--- src/rtl/dma_ch_sched_pkg.sv ---
// -----------------------------------------------------------------------------
// dma_sched_pkg
// Shared types and helpers for the DMA channel command scheduler.
//   state_e   : scheduler FSM state (IDLE = arbitrating, ISSUE = command held)
//   CH_IDX_W  : width of the AXI ID / channel index fields (covers up to 16 ch)
//   flat_lo() : low bit offset of element 'idx' in a flattened vector
// -----------------------------------------------------------------------------
package dma_sched_pkg;

    typedef enum logic [0:0] {
        IDLE  = 1'b0,
        ISSUE = 1'b1
    } state_e;

    localparam int CH_IDX_W = 4;

    function automatic int flat_lo(input int idx, input int width);
        return idx * width;
    endfunction

endpackage

--- src/rtl/dma_ch_sched_if.sv ---
// -----------------------------------------------------------------------------
// dma_ch_sched_if
// Command / completion channel between the scheduler and the AXI address stage.
//   cmd_valid/cmd_ready : command handshake (scheduler -> AXI)
//   cmd_rd              : 1 = read burst (AR), 0 = write burst (AW)
//   cmd_addr/cmd_len    : burst start address and AXI len (len-1 encoding)
//   cmd_id              : issuing channel index, used as AXI ID
//   done_valid/done_id  : burst completion (last R beat or B response)
// Modports: master = scheduler side, slave = AXI side.
// -----------------------------------------------------------------------------
interface dma_ch_sched_if #(
    parameter int ADDR_W = 32,
    parameter int LEN_W  = 4
);
    import dma_sched_pkg::*;

    logic                cmd_valid;
    logic                cmd_ready;
    logic                cmd_rd;
    logic [ADDR_W-1:0]   cmd_addr;
    logic [LEN_W-1:0]    cmd_len;
    logic [CH_IDX_W-1:0] cmd_id;
    logic                done_valid;
    logic [CH_IDX_W-1:0] done_id;

    modport master (
        output cmd_valid, cmd_rd, cmd_addr, cmd_len, cmd_id,
        input  cmd_ready, done_valid, done_id
    );

    modport slave (
        input  cmd_valid, cmd_rd, cmd_addr, cmd_len, cmd_id,
        output cmd_ready, done_valid, done_id
    );

endinterface

--- src/rtl/dma_ch_sched_arb.sv ---
// -----------------------------------------------------------------------------
// dma_rr_arb
// Combinational round-robin priority picker.
//   i_req   : request vector
//   i_ptr   : highest-priority index for this round
//   o_gnt   : one-hot winner (zero when no request)
//   o_idx   : winner index
//   o_valid : at least one request present
// The search starts at i_ptr and wraps from N-1 to 0.
// -----------------------------------------------------------------------------
module dma_rr_arb #(
    parameter int N  = 8,
    parameter int IW = $clog2(N)
) (
    input  logic [N-1:0]  i_req,
    input  logic [IW-1:0] i_ptr,
    output logic [N-1:0]  o_gnt,
    output logic [IW-1:0] o_idx,
    output logic          o_valid
);

    logic [2*N-1:0] w_dbl;
    logic [N-1:0]   w_rot;
    logic [IW:0]    w_sum;

    // Rotate so that bit 0 of w_rot is the channel at i_ptr; the first set
    // bit of w_rot is then the round-robin winner, offset by i_ptr.
    assign w_dbl = {i_req, i_req} >> i_ptr;
    assign w_rot = w_dbl[N-1:0];

    // NOTE: every variable written in a combinational block gets a default at
    // the top, so no path leaves it unassigned and no latch is inferred.
    always_comb begin
        o_valid = 1'b0;
        w_sum   = '0;
        // Scan downward so the lowest set offset is the last one written.
        for (int k = N - 1; k >= 0; k--) begin
            if (w_rot[k]) begin
                o_valid = 1'b1;
                w_sum   = (IW+1)'(k);
            end
        end
        w_sum = w_sum + {1'b0, i_ptr};
        if (w_sum >= (IW+1)'(N)) begin
            w_sum = w_sum - (IW+1)'(N);
        end
    end

    assign o_idx = w_sum[IW-1:0];
    assign o_gnt = o_valid ? (N'(1) << o_idx) : '0;

endmodule

--- src/rtl/dma_ch_sched.sv ---
// -----------------------------------------------------------------------------
// dma_ch_sched
// Multi-channel DMA command scheduler in front of a single AXI64 master port.
// Picks one eligible channel per round (round-robin), holds its burst command
// on a valid/ready handshake, tracks per-channel in-flight bursts and a global
// outstanding count, and pulses the peripheral clear for paced channels.
// Ports:
//   clk, reset      : clock, asynchronous active-high reset
//   dma_en          : global enable; low blocks new arbitration
//   ch_req          : per-channel burst command pending (level)
//   ch_rd           : per-channel direction (1 = read)
//   ch_periph_en    : per-channel peripheral pacing enable
//   periph_req      : per-channel peripheral request
//   ch_addr, ch_len : flattened per-channel burst address / length
//   ch_gnt          : one-hot pulse on command acceptance
//   periph_clr      : pulse to the peripheral on acceptance (paced channels)
//   ch_busy         : channel has a burst in flight
//   idle            : no command held and nothing outstanding
//   err_spur_done   : sticky, completion seen for a non-busy channel
//   bus             : command/completion interface (master side)
// -----------------------------------------------------------------------------
module dma_ch_sched
    import dma_sched_pkg::*;
#(
    parameter int NUM_CH   = 8,
    parameter int ADDR_W   = 32,
    parameter int LEN_W    = 4,
    parameter int MAX_OUTS = 4
) (
    input  logic                     clk,
    input  logic                     reset,
    input  logic                     dma_en,
    input  logic [NUM_CH-1:0]        ch_req,
    input  logic [NUM_CH-1:0]        ch_rd,
    input  logic [NUM_CH-1:0]        ch_periph_en,
    input  logic [NUM_CH-1:0]        periph_req,
    input  logic [NUM_CH*ADDR_W-1:0] ch_addr,
    input  logic [NUM_CH*LEN_W-1:0]  ch_len,
    output logic [NUM_CH-1:0]        ch_gnt,
    output logic [NUM_CH-1:0]        periph_clr,
    output logic [NUM_CH-1:0]        ch_busy,
    output logic                     idle,
    output logic                     err_spur_done,
    dma_ch_sched_if.master           bus
);

    localparam int IW    = $clog2(NUM_CH);
    localparam int CNT_W = $clog2(MAX_OUTS + 1);

    // ---------------------------------------------------------------- state
    state_e              r_state;
    state_e              w_state_nxt;
    logic [IW-1:0]       r_rr_ptr;
    logic [CNT_W-1:0]    r_out_cnt;
    logic [CNT_W-1:0]    w_cnt_nxt;
    logic [NUM_CH-1:0]   r_busy;
    logic [NUM_CH-1:0]   w_busy_nxt;
    logic                r_cmd_rd;
    logic [ADDR_W-1:0]   r_cmd_addr;
    logic [LEN_W-1:0]    r_cmd_len;
    logic [IW-1:0]       r_sel_idx;
    logic [NUM_CH-1:0]   r_sel_onehot;
    logic [NUM_CH-1:0]   r_gnt;
    logic [NUM_CH-1:0]   r_clr;
    logic                r_idle;
    logic                r_err;

    // ---------------------------------------------------------------- wires
    logic [ADDR_W-1:0]   w_addr_arr [NUM_CH];
    logic [LEN_W-1:0]    w_len_arr  [NUM_CH];
    logic [NUM_CH-1:0]   w_elig;
    logic [NUM_CH-1:0]   w_arb_gnt;
    logic [IW-1:0]       w_arb_idx;
    logic                w_arb_valid;
    logic                w_arb_go;
    logic                w_load;
    logic                w_accept;
    logic                w_cmd_valid;
    logic [NUM_CH-1:0]   w_done_mask;
    logic [NUM_CH-1:0]   w_done_clr;
    logic                w_done_hit;
    logic                w_spur;

    for (genvar g = 0; g < NUM_CH; g++) begin : g_unpack
        assign w_addr_arr[g] = ch_addr[flat_lo(g, ADDR_W) +: ADDR_W];
        assign w_len_arr[g]  = ch_len[flat_lo(g, LEN_W) +: LEN_W];
    end

    // A paced channel is only eligible while its peripheral asks for data;
    // a channel with a burst already in flight waits for its completion.
    assign w_elig = ch_req & ~r_busy & (~ch_periph_en | periph_req);

    dma_rr_arb #(
        .N  (NUM_CH),
        .IW (IW)
    ) u_arb (
        .i_req   (w_elig),
        .i_ptr   (r_rr_ptr),
        .o_gnt   (w_arb_gnt),
        .o_idx   (w_arb_idx),
        .o_valid (w_arb_valid)
    );

    assign w_arb_go = dma_en && (r_out_cnt < CNT_W'(MAX_OUTS)) && w_arb_valid;

    // ------------------------------------------------------- FSM: register
    // NOTE: clocked state uses non-blocking assignments so every register
    // samples the pre-edge values regardless of process ordering.
    always_ff @(posedge clk or posedge reset) begin
        if (reset) begin
            r_state <= IDLE;
        end else begin
            r_state <= w_state_nxt;
        end
    end

    // ----------------------------------------------------- FSM: next state
    always_comb begin
        w_state_nxt = r_state;
        case (r_state)
            IDLE:    if (w_arb_go)      w_state_nxt = ISSUE;
            ISSUE:   if (bus.cmd_ready) w_state_nxt = IDLE;
            default:                    w_state_nxt = IDLE;
        endcase
    end

    // -------------------------------------------------------- FSM: outputs
    // The command is held for the whole ISSUE state; it is never withdrawn
    // once presented, whatever dma_en or ch_req do meanwhile.
    always_comb begin
        w_load      = 1'b0;
        w_accept    = 1'b0;
        w_cmd_valid = 1'b0;
        case (r_state)
            IDLE: begin
                w_load = w_arb_go;
            end
            ISSUE: begin
                w_cmd_valid = 1'b1;
                w_accept    = bus.cmd_ready;
            end
            default: ;
        endcase
    end

    // ----------------------------------------------------------- completion
    // Match done_id against each channel explicitly so ids >= NUM_CH simply
    // hit nothing and fall through to the spurious path.
    always_comb begin
        w_done_mask = '0;
        for (int i = 0; i < NUM_CH; i++) begin
            w_done_mask[i] = bus.done_valid && (bus.done_id == CH_IDX_W'(i));
        end
    end

    assign w_done_clr = w_done_mask & r_busy;
    assign w_done_hit = |w_done_clr;
    assign w_spur     = bus.done_valid && !w_done_hit;

    // The accepting channel cannot be busy, so setting its bit and clearing a
    // completing one never collide on the same channel.
    assign w_busy_nxt = (r_busy & ~w_done_clr) | (w_accept ? r_sel_onehot : '0);

    // Accept and completion in the same cycle cancel out.
    always_comb begin
        w_cnt_nxt = r_out_cnt;
        if (w_accept && !w_done_hit) begin
            if (r_out_cnt < CNT_W'(MAX_OUTS)) begin
                w_cnt_nxt = r_out_cnt + CNT_W'(1);
            end
        end else if (!w_accept && w_done_hit) begin
            if (r_out_cnt != '0) begin
                w_cnt_nxt = r_out_cnt - CNT_W'(1);
            end
        end
    end

    // ------------------------------------------------------------- datapath
    always_ff @(posedge clk or posedge reset) begin
        if (reset) begin
            r_rr_ptr     <= '0;
            r_out_cnt    <= '0;
            r_busy       <= '0;
            r_cmd_rd     <= 1'b0;
            r_cmd_addr   <= '0;
            r_cmd_len    <= '0;
            r_sel_idx    <= '0;
            r_sel_onehot <= '0;
            r_gnt        <= '0;
            r_clr        <= '0;
            r_idle       <= 1'b1;
            r_err        <= 1'b0;
        end else begin
            r_out_cnt <= w_cnt_nxt;
            r_busy    <= w_busy_nxt;
            r_gnt     <= w_accept ? r_sel_onehot : '0;
            r_clr     <= w_accept ? (r_sel_onehot & ch_periph_en) : '0;
            // Registered from next-state values so idle lines up with the
            // state and count it describes.
            r_idle    <= (w_state_nxt == IDLE) && (w_cnt_nxt == '0);

            if (w_spur) begin
                r_err <= 1'b1;
            end

            if (w_load) begin
                r_cmd_rd     <= ch_rd[w_arb_idx];
                r_cmd_addr   <= w_addr_arr[w_arb_idx];
                r_cmd_len    <= w_len_arr[w_arb_idx];
                r_sel_idx    <= w_arb_idx;
                r_sel_onehot <= w_arb_gnt;
            end

            // Next round starts searching just after the accepted channel.
            if (w_accept) begin
                r_rr_ptr <= (r_sel_idx == IW'(NUM_CH - 1)) ? '0 : r_sel_idx + IW'(1);
            end
        end
    end

    // -------------------------------------------------------------- outputs
    assign bus.cmd_valid  = w_cmd_valid;
    assign bus.cmd_rd     = r_cmd_rd;
    assign bus.cmd_addr   = r_cmd_addr;
    assign bus.cmd_len    = r_cmd_len;
    assign bus.cmd_id     = CH_IDX_W'(r_sel_idx);
    assign ch_gnt         = r_gnt;
    assign periph_clr     = r_clr;
    assign ch_busy        = r_busy;
    assign idle           = r_idle;
    assign err_spur_done  = r_err;

endmodule

--- src/flat_wrapper.sv ---
// flat-port wrapper written by rule: the top's interface ports become plain ports
module dma_ch_sched_flat import dma_sched_pkg::*;
#(
    parameter int NUM_CH   = 8,
    parameter int ADDR_W   = 32,
    parameter int LEN_W    = 4,
    parameter int MAX_OUTS = 4
)
  (clk, reset, dma_en, ch_req, ch_rd, ch_periph_en, periph_req, ch_addr, ch_len, ch_gnt, periph_clr, ch_busy, idle, err_spur_done, bus_cmd_valid, bus_cmd_rd, bus_cmd_addr, bus_cmd_len, bus_cmd_id, bus_cmd_ready, bus_done_valid, bus_done_id);
  dma_ch_sched_if #(.ADDR_W(ADDR_W), .LEN_W(LEN_W)) bus_i ();
  input  logic clk;
  input  logic reset;
  input  logic dma_en;
  input  logic [NUM_CH-1:0] ch_req;
  input  logic [NUM_CH-1:0] ch_rd;
  input  logic [NUM_CH-1:0] ch_periph_en;
  input  logic [NUM_CH-1:0] periph_req;
  input  logic [NUM_CH*ADDR_W-1:0] ch_addr;
  input  logic [NUM_CH*LEN_W-1:0] ch_len;
  output logic [NUM_CH-1:0] ch_gnt;
  output logic [NUM_CH-1:0] periph_clr;
  output logic [NUM_CH-1:0] ch_busy;
  output logic idle;
  output logic err_spur_done;
  output wire logic [$bits(bus_i.cmd_valid)-1:0] bus_cmd_valid;
  output wire logic [$bits(bus_i.cmd_rd)-1:0] bus_cmd_rd;
  output wire logic [$bits(bus_i.cmd_addr)-1:0] bus_cmd_addr;
  output wire logic [$bits(bus_i.cmd_len)-1:0] bus_cmd_len;
  output wire logic [$bits(bus_i.cmd_id)-1:0] bus_cmd_id;
  input wire logic [$bits(bus_i.cmd_ready)-1:0] bus_cmd_ready;
  input wire logic [$bits(bus_i.done_valid)-1:0] bus_done_valid;
  input wire logic [$bits(bus_i.done_id)-1:0] bus_done_id;
  assign bus_cmd_valid = bus_i.cmd_valid;
  assign bus_cmd_rd = bus_i.cmd_rd;
  assign bus_cmd_addr = bus_i.cmd_addr;
  assign bus_cmd_len = bus_i.cmd_len;
  assign bus_cmd_id = bus_i.cmd_id;
  assign bus_i.cmd_ready = bus_cmd_ready;
  assign bus_i.done_valid = bus_done_valid;
  assign bus_i.done_id = bus_done_id;
  dma_ch_sched #(.NUM_CH(NUM_CH), .ADDR_W(ADDR_W), .LEN_W(LEN_W), .MAX_OUTS(MAX_OUTS)) u_core (.clk(clk), .reset(reset), .dma_en(dma_en), .ch_req(ch_req), .ch_rd(ch_rd), .ch_periph_en(ch_periph_en), .periph_req(periph_req), .ch_addr(ch_addr), .ch_len(ch_len), .ch_gnt(ch_gnt), .periph_clr(periph_clr), .ch_busy(ch_busy), .idle(idle), .err_spur_done(err_spur_done), .bus(bus_i));
endmodule
--- config.mk ---
export PLATFORM = sky130hd
export DESIGN_NAME = dma_ch_sched_flat
export DESIGN_NICKNAME = d
export VERILOG_FILES = /design/src/rtl/dma_ch_sched_pkg.sv /design/src/rtl/dma_ch_sched_if.sv /design/src/rtl/dma_ch_sched_arb.sv /design/src/rtl/dma_ch_sched.sv /design/src/flat_wrapper.sv
export SDC_FILE = /design/constraint.sdc
export NUM_CORES = 1
export LEC_CHECK = 0
export BUFFER_PORTS_ARGS = -buffer_cell sky130_fd_sc_hd__buf_2
export CORE_AREA = 2 2 152 154
export CTS_CLUSTER_SIZE = 10
export DETAILED_ROUTE_END_ITERATION = 7
export DIE_AREA = 0 0 154 156
export GPL_ROUTABILITY_DRIVEN = 0
export GPL_TIMING_DRIVEN = 1
export PLACE_DENSITY = 0.55
export SKIP_CTS_REPAIR_TIMING = 1
export SYNTH_ARGS = -nofsm -noshare
export SYNTH_HDL_FRONTEND = slang
export SYNTH_SLANG_ARGS = --single-unit
--- constraint.sdc ---
create_clock -name clk -period 5.4 [get_ports clk]
set_input_delay 0.27 -clock clk [delete_from_list [all_inputs] [get_ports clk]]
set_output_delay 0.27 -clock clk [all_outputs]
set_load 0.03 [all_outputs]
==> run metrics, run 1 <==
Port Buffers 395; status completed; clk buf depth 2; most frequent cells after synthesis 80 x dfrtp_1, 74 x mux4_2, 57 x nand2_1; cell area after synthesis 5940 um2; largest net degree at the start of global routing 58; Pwr Density 977 nW/um2; clock-pin slew on the worst setup and hold paths 0.07 ns; Worst-Margin Slew 0.922 ns; Final Hold Fails 0; DRC Markers 0; fmax 0.217 GHz; final setup fails 0; Comb pwr share 79.7%; initial antenna violation count 11; clk_lat worst skew 0.36 ns; sw frac 44.9%; H-tree level count 3; worst endpoint data arrival time 4.84 ns; Routed WL 24100 um; initial DRC count 426; Period Utilization, post-route 85.3%; crit start category register; # fillers 2253; total global routing overflow 0; I/O Pins 397; Max Cap Violations 0; leakage power 4.25 nW; first-pass GRT wire length 34600 um; Syn Inst Count 497; area grow syn2layout 43.5%; WS Path Type reg -> reg; WL per Instance 20.6 um; clk_skew 0.0131 ns; First-pass DRT Iterations 5; total CTS buffers 9; post-synth cell types 62; antenna viol nets, final 0; Main synth FF type dfrtp_1; vias in the first global route 5798; Die H 156 um; Post-synth ARST share 100%; CP endpoint kind register; layout cells sized above 1 58.0%; Max Slew Vio Count 0; TNS Setup 0 ns; top post-synthesis cells by area dfrtp_1 34%, mux4_2 28%, mux2i_1 6.6%; Core Region 22400 um2; Post-synth EDFFs 0; Yosys reg bits 81; Reg power frac 12.4%; vias per cell 4.98; Die ar. 24000 um2; Peak VDD IR 0.854 mV; Clock Sinks 81; Synth Warn # 0; final core utilization 38.1%; Slew HR 38.6%; hpwl dp 19900 um; min-delay worst type in -> reg; GRT Total Usage 19.2%; Post-Syn Area per Cell 12.0 um2; share of total power in the clock network 7.9%; CTS tree built; Rows 55; fin crit period 4.61 ns; sequential share of the synthesized area 34.1%; vias post-DR 5835; internal power 4.59 mW; count leader, synth dfrtp_1; switching pwr 3.74 mW; Synth top area share 33.7%; clk root buf clkbuf_16; worst-path maximum fanout 49; final hold slack 0.151 ns; Final nets 1211; RSZ-0062 raised after global routing no; leading area contributor after synthesis dfrtp_1; Die Span X 154 um; Crit path required time 5.63 ns; syn nets 834; Initial Utilization 26.6%
-- final timing paths --
| path | to | depth (start not counted) | slack (ns) | from |
|---|---|---|---|---|
| max | u_core.bus.cmd_addr[6] | 15 | 0.79 | u_core.r_rr_ptr[0] |
| min | u_core.periph_clr[4] | 2 | 0.15 | ch_periph_en[4] |
| max reg2reg | u_core.bus.cmd_addr[6] | 15 | 0.79 | u_core.r_rr_ptr[0] |
| min reg2reg | u_core.err_spur_done | 1 | 0.48 | u_core.err_spur_done |
| max in group asynchronous | u_core.ch_busy[7] | 4 | 3.79 | reset |
| min in group asynchronous | u_core.bus.cmd_len[2] | 3 | 0.47 | reset |
-- layer usage --
metal / track usage (%) / vias up / share of wire, %
met4: 4.94 / 6 / 1.5
met1: 24.7 / 2816 / 40
met5: 0 / - / 0.17
met3: 6.61 / 29 / 9.7
li1: - / 2677 / -
met2: 31.1 / 307 / 48
-- critical path: stages, from the launching register on --
cell and delay (ns):
dfrtp_1 0.51, nor2_1 0.39, nor4bb_1 0.36, or4_4 0.19
a21o_2 0.08, a21oi_1 0.05, nor2_1 0.10, nor2_1 0.05
o32ai_1 0.35, ha_4 0.18, inv_1 0.05, fa_4 1.27
buf_12 0.27, mux4_2 0.31, mux2i_1 0.17, o21ai_1 0.07
-- registers in the layout, indices dropped and copies added, names as in the netlist, 3 cells and up --
name / flops
u_core.r_sel_idx: 3
u_core.ch_busy: 8
u_core.bus.cmd_addr: 32
u_core.ch_gnt: 8
u_core.r_rr_ptr: 3
u_core.r_sel_onehot: 8
u_core.periph_clr: 8
u_core.r_out_cnt: 3
u_core.bus.cmd_len: 4
-- layout by cell type, fill, tap and decap left out, types with 3 or more instances in the layout --
cell and instances:
nor2b_1 8, a22o_1 6, and2_1 13, o31ai_1 4, mux4_1 3, buf_4 7
clkbuf_16 9, nand3_1 16, nor3b_1 3, nand2b_1 17, nor2_1 7, o21ai_0 13
and3_1 11, o21ai_1 37, buf_12 3, mux2i_1 39, a21oi_1 6, mux4_2 74
dfrtp_1 80, inv_1 11, ha_1 6, nand2_1 57, buf_2 395, diode_2 8
nand4_1 3
-- cell type report --
class	count	area (um2)	share of cell area [%]
multi-input cells	363	3660	43.0
clock inverters	5	63.8	0.749
well taps	285	357	4.18
flip-flops and latches	81	2030	23.8
repair buffers	406	2100	24.6
diodes	8	20.0	0.235
clock buffers	11	243	2.85
inverters	13	50.0	0.587
-- power groups by stage --
stage | Clock [mW] | Sequential [mW] | Combinational [mW]
3_3_place_gp | 0 | 1.04 | 6.65
3_5_place_dp | 0 | 1.04 | 6.76
5_1_grt | 0.700 | 1.06 | 7.20
2_1_floorplan | 0 | 1.34 | 5.15
6_report | 0.655 | 1.03 | 6.64
4_1_cts | 0.677 | 1.03 | 6.77
-- through the flow --
| stage | std cells | setup slack (ns) | cell area, um2 | total power [mW] |
|---|---|---|---|---|
| 6_report | 1172 | 0.791 | 8520 | 8.32 |
| 2_1_floorplan | 497 | 1.59 | 5940 | 6.49 |
| 5_1_grt | 1168 | 0.549 | 8510 | 8.96 |
| 4_1_cts | 1163 | 0.850 | 8490 | 8.48 |
| 3_3_place_gp | 1147 | 0.954 | 8190 | 7.69 |
| 3_5_place_dp | 1147 | 0.839 | 8190 | 7.80 |
-- cell families (layout without fill, tap and decap cells) --
| kind of cell | count (synthesis) | after routing | synth area share (%) |
|---|---|---|---|
| XOR/XNOR | 2 | 2 | 0.611 |
| multiplexers | 118 | 118 | 36.3 |
| AND/OR/NAND/NOR | 150 | 150 | 13.3 |
| AO/OA/AOI/OAI | 83 | 83 | 8.72 |
| flip-flops | 81 | 81 | 34.1 |
| adder cells (fa/ha/maj) | 9 | 9 | 2.00 |
| buffers and inverters | 53 | 435 | 4.84 |
| other | 1 | 9 | 0.0631 |
Note: power is estimated with default switching activity, not from simulation.
==> run 2, diff against run 1 <==
==> constraint.sdc (replaced) <==
create_clock -name clk -period 5.4 [get_ports clk]
set_input_delay 1.08 -clock clk [delete_from_list [all_inputs] [get_ports clk]]
set_output_delay 1.08 -clock clk [all_outputs]
set_load 0.03 [all_outputs]
==> run 2 against run 1 <==
  * Sequential cell count stayed put
  * Clock power decreased by 3.4%
  * Critical endpoint is now u_core.bus.cmd_addr[20]
  * Via count is 0.14% lower
  * Fmax up 2.0%
  * Wire length decreased by 2.5%
  * Core utilization about the same
==> run metrics, run 2 (synthesis gave the netlist of run 1 again) <==
vias post-DR 5827 (-0.14%); clk_lat worst skew 0.35 ns (about the same); DRC Markers 0 (unchanged); CP endpoint kind register; Period Utilization, post-route 83.7% (-1.7 points); fmax 0.221 GHz (+2.0%); Non-Filler Instances 1173 (+0.085%); antenna viol nets, final 0 (unchanged); Worst-Margin Slew 0.962 ns (+0.0405 ns); final setup fails 0 (unchanged); CTS tree built; Clock Sinks 81 (unchanged); CP max stage delay 0.83 ns (-0.44 ns); Worst path top cell family by delay adder cells; worst path cell trace buf_2 -> nor2b_1 -> nor3b_1 -> mux4_1 -> a21oi_1 -> nor2_1 -> nor2_1 -> o32ai_1 -> ha_4 -> inv_1 -> fa_4 -> buf_12 -> mux4_2 -> mux2i_1 -> o21ai_1; clock-pin slew on the worst setup and hold paths 0.07 ns (about the same); WS Path Type in -> reg; largest net degree at the start of global routing 55 (-5.2%); Bufs and invs on worst path 3 (+1); sw frac 45.9% (+1.0 points); vias in the first global route 5796 (-0.034%); Pwr Density 987 nW/um2 (+1.0%); Routed WL 23500 um (-2.5%); status completed; final hold slack 0.474 ns (+0.323 ns); Final nets 1211 (unchanged); Die H 156 um (unchanged); Reg power frac 12.2% (-0.2 points); R2R Setup Slk 1.04 ns (+0.25 ns); Crit-path slowest cell fa_4; commonest non-fill, non-tap cells in the layout 395 x buf_2, 80 x dfrtp_1, 74 x mux4_2, 57 x nand2_1, 39 x mux2i_1; internal power 4.55 mW (-0.81%); Die Span X 154 um (unchanged); Core Region 22400 um2 (unchanged); total global routing overflow 0 (unchanged); share of total power in the clock network 7.5% (-0.4 points); Port Buffers 395 (unchanged); min-delay worst type reg -> reg; layout cells sized above 1 58.2% (+0.23 points); Max Slew Vio Count 0 (unchanged); Pwr Total 8.41 mW (+1.0%); H-tree level count 3 (unchanged); max FFs per register 32 (unchanged); area grow syn2layout 43.5% (about the same); Rows 55 (unchanged); Initial Utilization 26.6% (unchanged); total CTS buffers 9 (unchanged); # fillers 2286 (+1.5%); CP most frequent cell nor2_1; hpwl dp 19700 um (-1.1%); Die ar. 24000 um2 (unchanged); initial antenna violation count 15 (+4); switching pwr 3.86 mW (+3.3%); first-pass GRT wire length 34300 um (-0.98%); clk buf depth 2 (unchanged); worst-path maximum fanout 41 (-16%); Crit path required time 5.61 ns (-0.02 ns); I/O Pins 397 (unchanged); TNS Setup 0 ns (unchanged); RSZ-0062 raised after global routing no; Max Cap Violations 0 (unchanged); leakage power 4.25 nW (+0.15%); clk_skew 0.0104 ns (-0.00274 ns); Comb pwr share 80.3% (+0.6 points); Peak VDD IR 0.636 mV (-26%); most common cell after layout, fill and taps aside buf_2; vias per cell 4.97 (-0.22%); Slew HR 35.9% (-2.7 points); initial DRC count 382 (-10%); WL per Instance 20.0 um (-2.6%); clk root buf clkbuf_16; fin crit period 4.52 ns (-0.0900 ns); First-pass DRT Iterations 5 (unchanged); crit start category input pin; worst endpoint data arrival time 4.73 ns (-0.11 ns); Final Hold Fails 0 (unchanged); placed cell count 1148 (+0.087%); GRT Total Usage 18.8% (-0.42 points)
-- run 2: worst paths after layout --
kind / startpoint / endpoint / cells past startpoint
setup / recovery: ch_periph_en[5] / u_core.bus.cmd_addr[20] / 15
hold / removal: u_core.err_spur_done / u_core.err_spur_done / 1
min in group asynchronous: reset / u_core.r_out_cnt[0] / 2
hold reg to reg: u_core.err_spur_done / u_core.err_spur_done / 1
setup reg to reg: u_core.r_rr_ptr[0] / u_core.bus.cmd_addr[20] / 15
max in group asynchronous: reset / u_core.bus.cmd_addr[15] / 3
-- run 2: per-layer routing --
metal | share of wire [%] | routed length [um] | GRT usage [%] | vias to the layer above
met2 | 49 | 11600 | 31.5 | 288
met4 | 1.5 | 348 | 4.58 | 12
met3 | 10 | 2340 | 7.14 | 39
met5 | 0.34 | 81 | 0 | -
li1 | - | - | - | 2678
met1 | 39 | 9110 | 23.0 | 2810
-- run 2: through the flow --
step / instance area (um2) / util, % / setup slack [ns]
floorplan: 5940 / - / 1.03
global placement: 8190 / 36.6 / 0.582
detailed placement: 8190 / 36.6 / 0.545
CTS: 8500 / 38.0 / 0.931
global route: 8510 / 38.1 / 0.685
finish: 8530 / 38.1 / 0.881
-- run 2: final cells by class --
cell class | instances | area (um2) | share of cell area (%)
multi-input cells | 363 | 3660 | 43.0
repair buffers | 406 | 2100 | 24.6
flip-flops and latches | 81 | 2030 | 23.8
well taps | 285 | 357 | 4.18
clock buffers | 9 | 225 | 2.64
clock inverters | 7 | 83.8 | 0.983
inverters | 13 | 50.0 | 0.587
diodes | 9 | 22.5 | 0.264
-- run 2: power by group through the flow --
stage,Combinational [mW],Clock (mW),Sequential (mW)
2_1_floorplan,5.15,0,1.34
6_report,6.75,0.633,1.02
5_1_grt,7.26,0.680,1.06
4_1_cts,6.85,0.665,1.03
3_5_place_dp,6.85,0,1.03
3_3_place_gp,6.78,0,1.03
-- run 2: worst register-to-register path: stages, from the launching register on --
cell,delay [ns]
dfrtp_1,0.51
nor2_1,0.44
nor4bb_1,0.41
or4_4,0.21
a21o_2,0.09
a21oi_1,0.06
nor2_1,0.10
nor2_1,0.05
o32ai_1,0.36
ha_4,0.18
inv_1,0.05
fa_4,0.83
buf_12,0.24
mux4_2,0.38
mux2i_1,0.22
o21ai_1,0.09
==> run 3, diff against run 2 <==
--- a/config.mk
+++ b/config.mk
@@ -6,10 +6,10 @@
 export NUM_CORES = 1
 export LEC_CHECK = 0
 export BUFFER_PORTS_ARGS = -buffer_cell sky130_fd_sc_hd__buf_2
-export CORE_AREA = 2 2 152 154
+export CORE_AREA = 2 2 155 157
 export CTS_CLUSTER_SIZE = 10
 export DETAILED_ROUTE_END_ITERATION = 7
-export DIE_AREA = 0 0 154 156
+export DIE_AREA = 0 0 157 159
 export GPL_ROUTABILITY_DRIVEN = 0
 export GPL_TIMING_DRIVEN = 1
 export PLACE_DENSITY = 0.55
==> constraint.sdc (replaced) <==
create_clock -name clk -period 3.8 [get_ports clk]
set_input_delay 0.76 -clock clk [delete_from_list [all_inputs] [get_ports clk]]
set_output_delay 0.76 -clock clk [all_outputs]
set_load 0.03 [all_outputs]
==> run 3 against run 2 <==
  * The flow now finishes with violations (negative setup slack)
  * Worst hold slack got worse by 0.0017 ns
  * Sequential cell count did not move
  * Register-to-register slack worse by 1.1 ns
  * Clock-buffer cell count unchanged
  * Die area up 3.9%
  * Setup slack worse by 1.0 ns
  * Design area up 11%
  * Cell count rose by 8.6%
  * Critical path depth grew 2
  * Via count grew 4.8%
  * Largest cell class unchanged
  * Highest routed layer unchanged
==> run metrics, run 3 (synthesis gave the netlist of run 1 again) <==
status complete, but fails checks; failing checks negative setup slack; CP endpoint kind register; worst path cell trace buf_2 -> nand2b_4 -> and2_4 -> a22o_1 -> a221oi_2 -> a21oi_2 -> nor2_1 -> nor2_1 -> o32ai_2 -> ha_4 -> inv_4 -> fa_4 -> buf_6 -> clkbuf_16 -> mux4_2 -> mux2i_1 -> o21ai_1; First-pass DRT Iterations 4 (-1); fmax 0.254 GHz; Routed WL 26300 um (+12%); hpwl dp 21300 um (+8.1%); H-tree level count 3 (unchanged); Die Span X 157 um (+1.9%); total CTS buffers 9 (unchanged); critical path startpoint periph_req[6]; Final Hold Fails 0 (unchanged); clk buf depth 2 (unchanged); worst-path maximum fanout 7 (-83%); Worst Hold Launch u_core.err_spur_done; I/O Pins 397 (unchanged); WS Path Type in -> reg; clk root buf clkbuf_16; fin crit period 3.94 ns; Max Slew Vio Count 0 (unchanged); Initial Utilization 25.6% (-0.95 points); max FFs per register 32 (unchanged); worst endpoint data arrival time 4.17 ns (-0.56 ns); Worst path top cell family by delay adder cells; layout cells sized above 1 64.5% (+6.2 points); commonest non-fill, non-tap cells in the layout 394 x buf_2, 78 x dfrtp_1, 76 x mux4_2, 57 x nand2_1, 54 x buf_4; clock-pin slew on the worst setup and hold paths 0.07 ns (about the same); largest net degree at the start of global routing 49 (-11%); clk_skew 0.0122 ns (+0.00183 ns); R2R Setup Slk -0.09 ns (-1.13 ns); CP most frequent cell nor2_1; Crit path required time 4.04 ns (-1.57 ns); Period Utilization, post-route 104%; Max Cap Violations 0 (unchanged); Core Region 23200 um2 (+3.7%); CP max stage delay 0.86 ns (+0.03 ns); crit start category input pin; Final WS setup -0.138 ns (-1.02 ns); initial antenna violation count 9 (-6); Final nets 1283 (+5.9%); Die ar. 25000 um2 (+3.9%); final hold slack 0.472 ns (-0.00173 ns); final setup fails 37 (+37); Die H 159 um (+1.9%); Slew HR 37.5% (+1.6 points); Crit-path slowest cell fa_4; vias post-DR 6107 (+4.8%); min-delay worst type reg -> reg; Clock Sinks 81 (unchanged); CTS tree built; final core utilization 40.7% (+2.6 points); antenna viol nets, final 0 (unchanged); RSZ-0062 raised after global routing yes; initial DRC count 374 (-2.1%); Bufs and invs on worst path 4 (+1); total global routing overflow 0 (unchanged); most common cell after layout, fill and taps aside buf_2; Worst-Margin Slew 0.937 ns (-0.0251 ns); DRC Markers 0 (unchanged); critical register-to-register path startpoint u_core.r_rr_ptr[1]; Rows 56 (+1.8%); WL per Instance 20.6 um (+3.1%); vias per cell 4.79 (-3.5%); clk_lat worst skew 0.35 ns (about the same); first-pass GRT wire length 36900 um (+7.5%); area grow syn2layout 59.0%; vias in the first global route 6235 (+7.6%); GRT Total Usage 19.8% (+0.99 points); Port Buffers 395 (unchanged)
## run 3: metal layers
metal	track usage, %	wire length [um]	vias to the layer above
met2	34.3	13200	296
met3	5.31	2050	33
met4	4.46	415	8
met1	24.6	10600	2955
met5	0	50	-
li1	-	-	2815
## run 3: per-stage QoR
stage               worst slack, ns  TNS, ns  area, um2  instances
floorplan                  0.000847        0       5990        497
global placement             -0.583   -21.69       8790       1242
detailed placement           -0.620   -23.16       8790       1242
CTS                          -0.252    -7.41       9080       1258
global route                 -0.256    -7.93       9450       1274
finish                       -0.138    -4.10       9450       1274
## run 3: path summary, 6_finish.rpt
path,end,depth (start not counted)
max in group asynchronous,u_core.bus.cmd_addr[1],3
min in group asynchronous,u_core.bus.cmd_len[0],2
setup reg to reg,u_core.bus.cmd_addr[0],16
setup / recovery,u_core.bus.cmd_addr[0],17
hold reg to reg,u_core.err_spur_done,1
hold / removal,u_core.err_spur_done,1
## run 3: area by class of cell
class / count / area (um2)
fillers: 2296 / 13700
multi-input cells: 363 / 3780
well taps: 319 / 399
flip-flops and latches: 81 / 2030
clock buffers: 9 / 225
clock inverters: 7 / 67.6
inverters: 13 / 52.6
diodes: 4 / 10.0
repair buffers: 478 / 2880
## run 3: worst reg2reg max path: cells and delay by family, from the launching register on
family                     cells  cell delay [ns]
adders and majority gates      2             1.06
and+or+nand+nor                3             0.37
muxes                          2             0.51
AOI/OAI and AO/OA              5             0.93
DFF                            1             0.44
buffers and inverters          4             0.47
Power of run 3 is not shown: default switching activity piles up to over one toggle a cycle in this logic, so the estimate is an artifact.
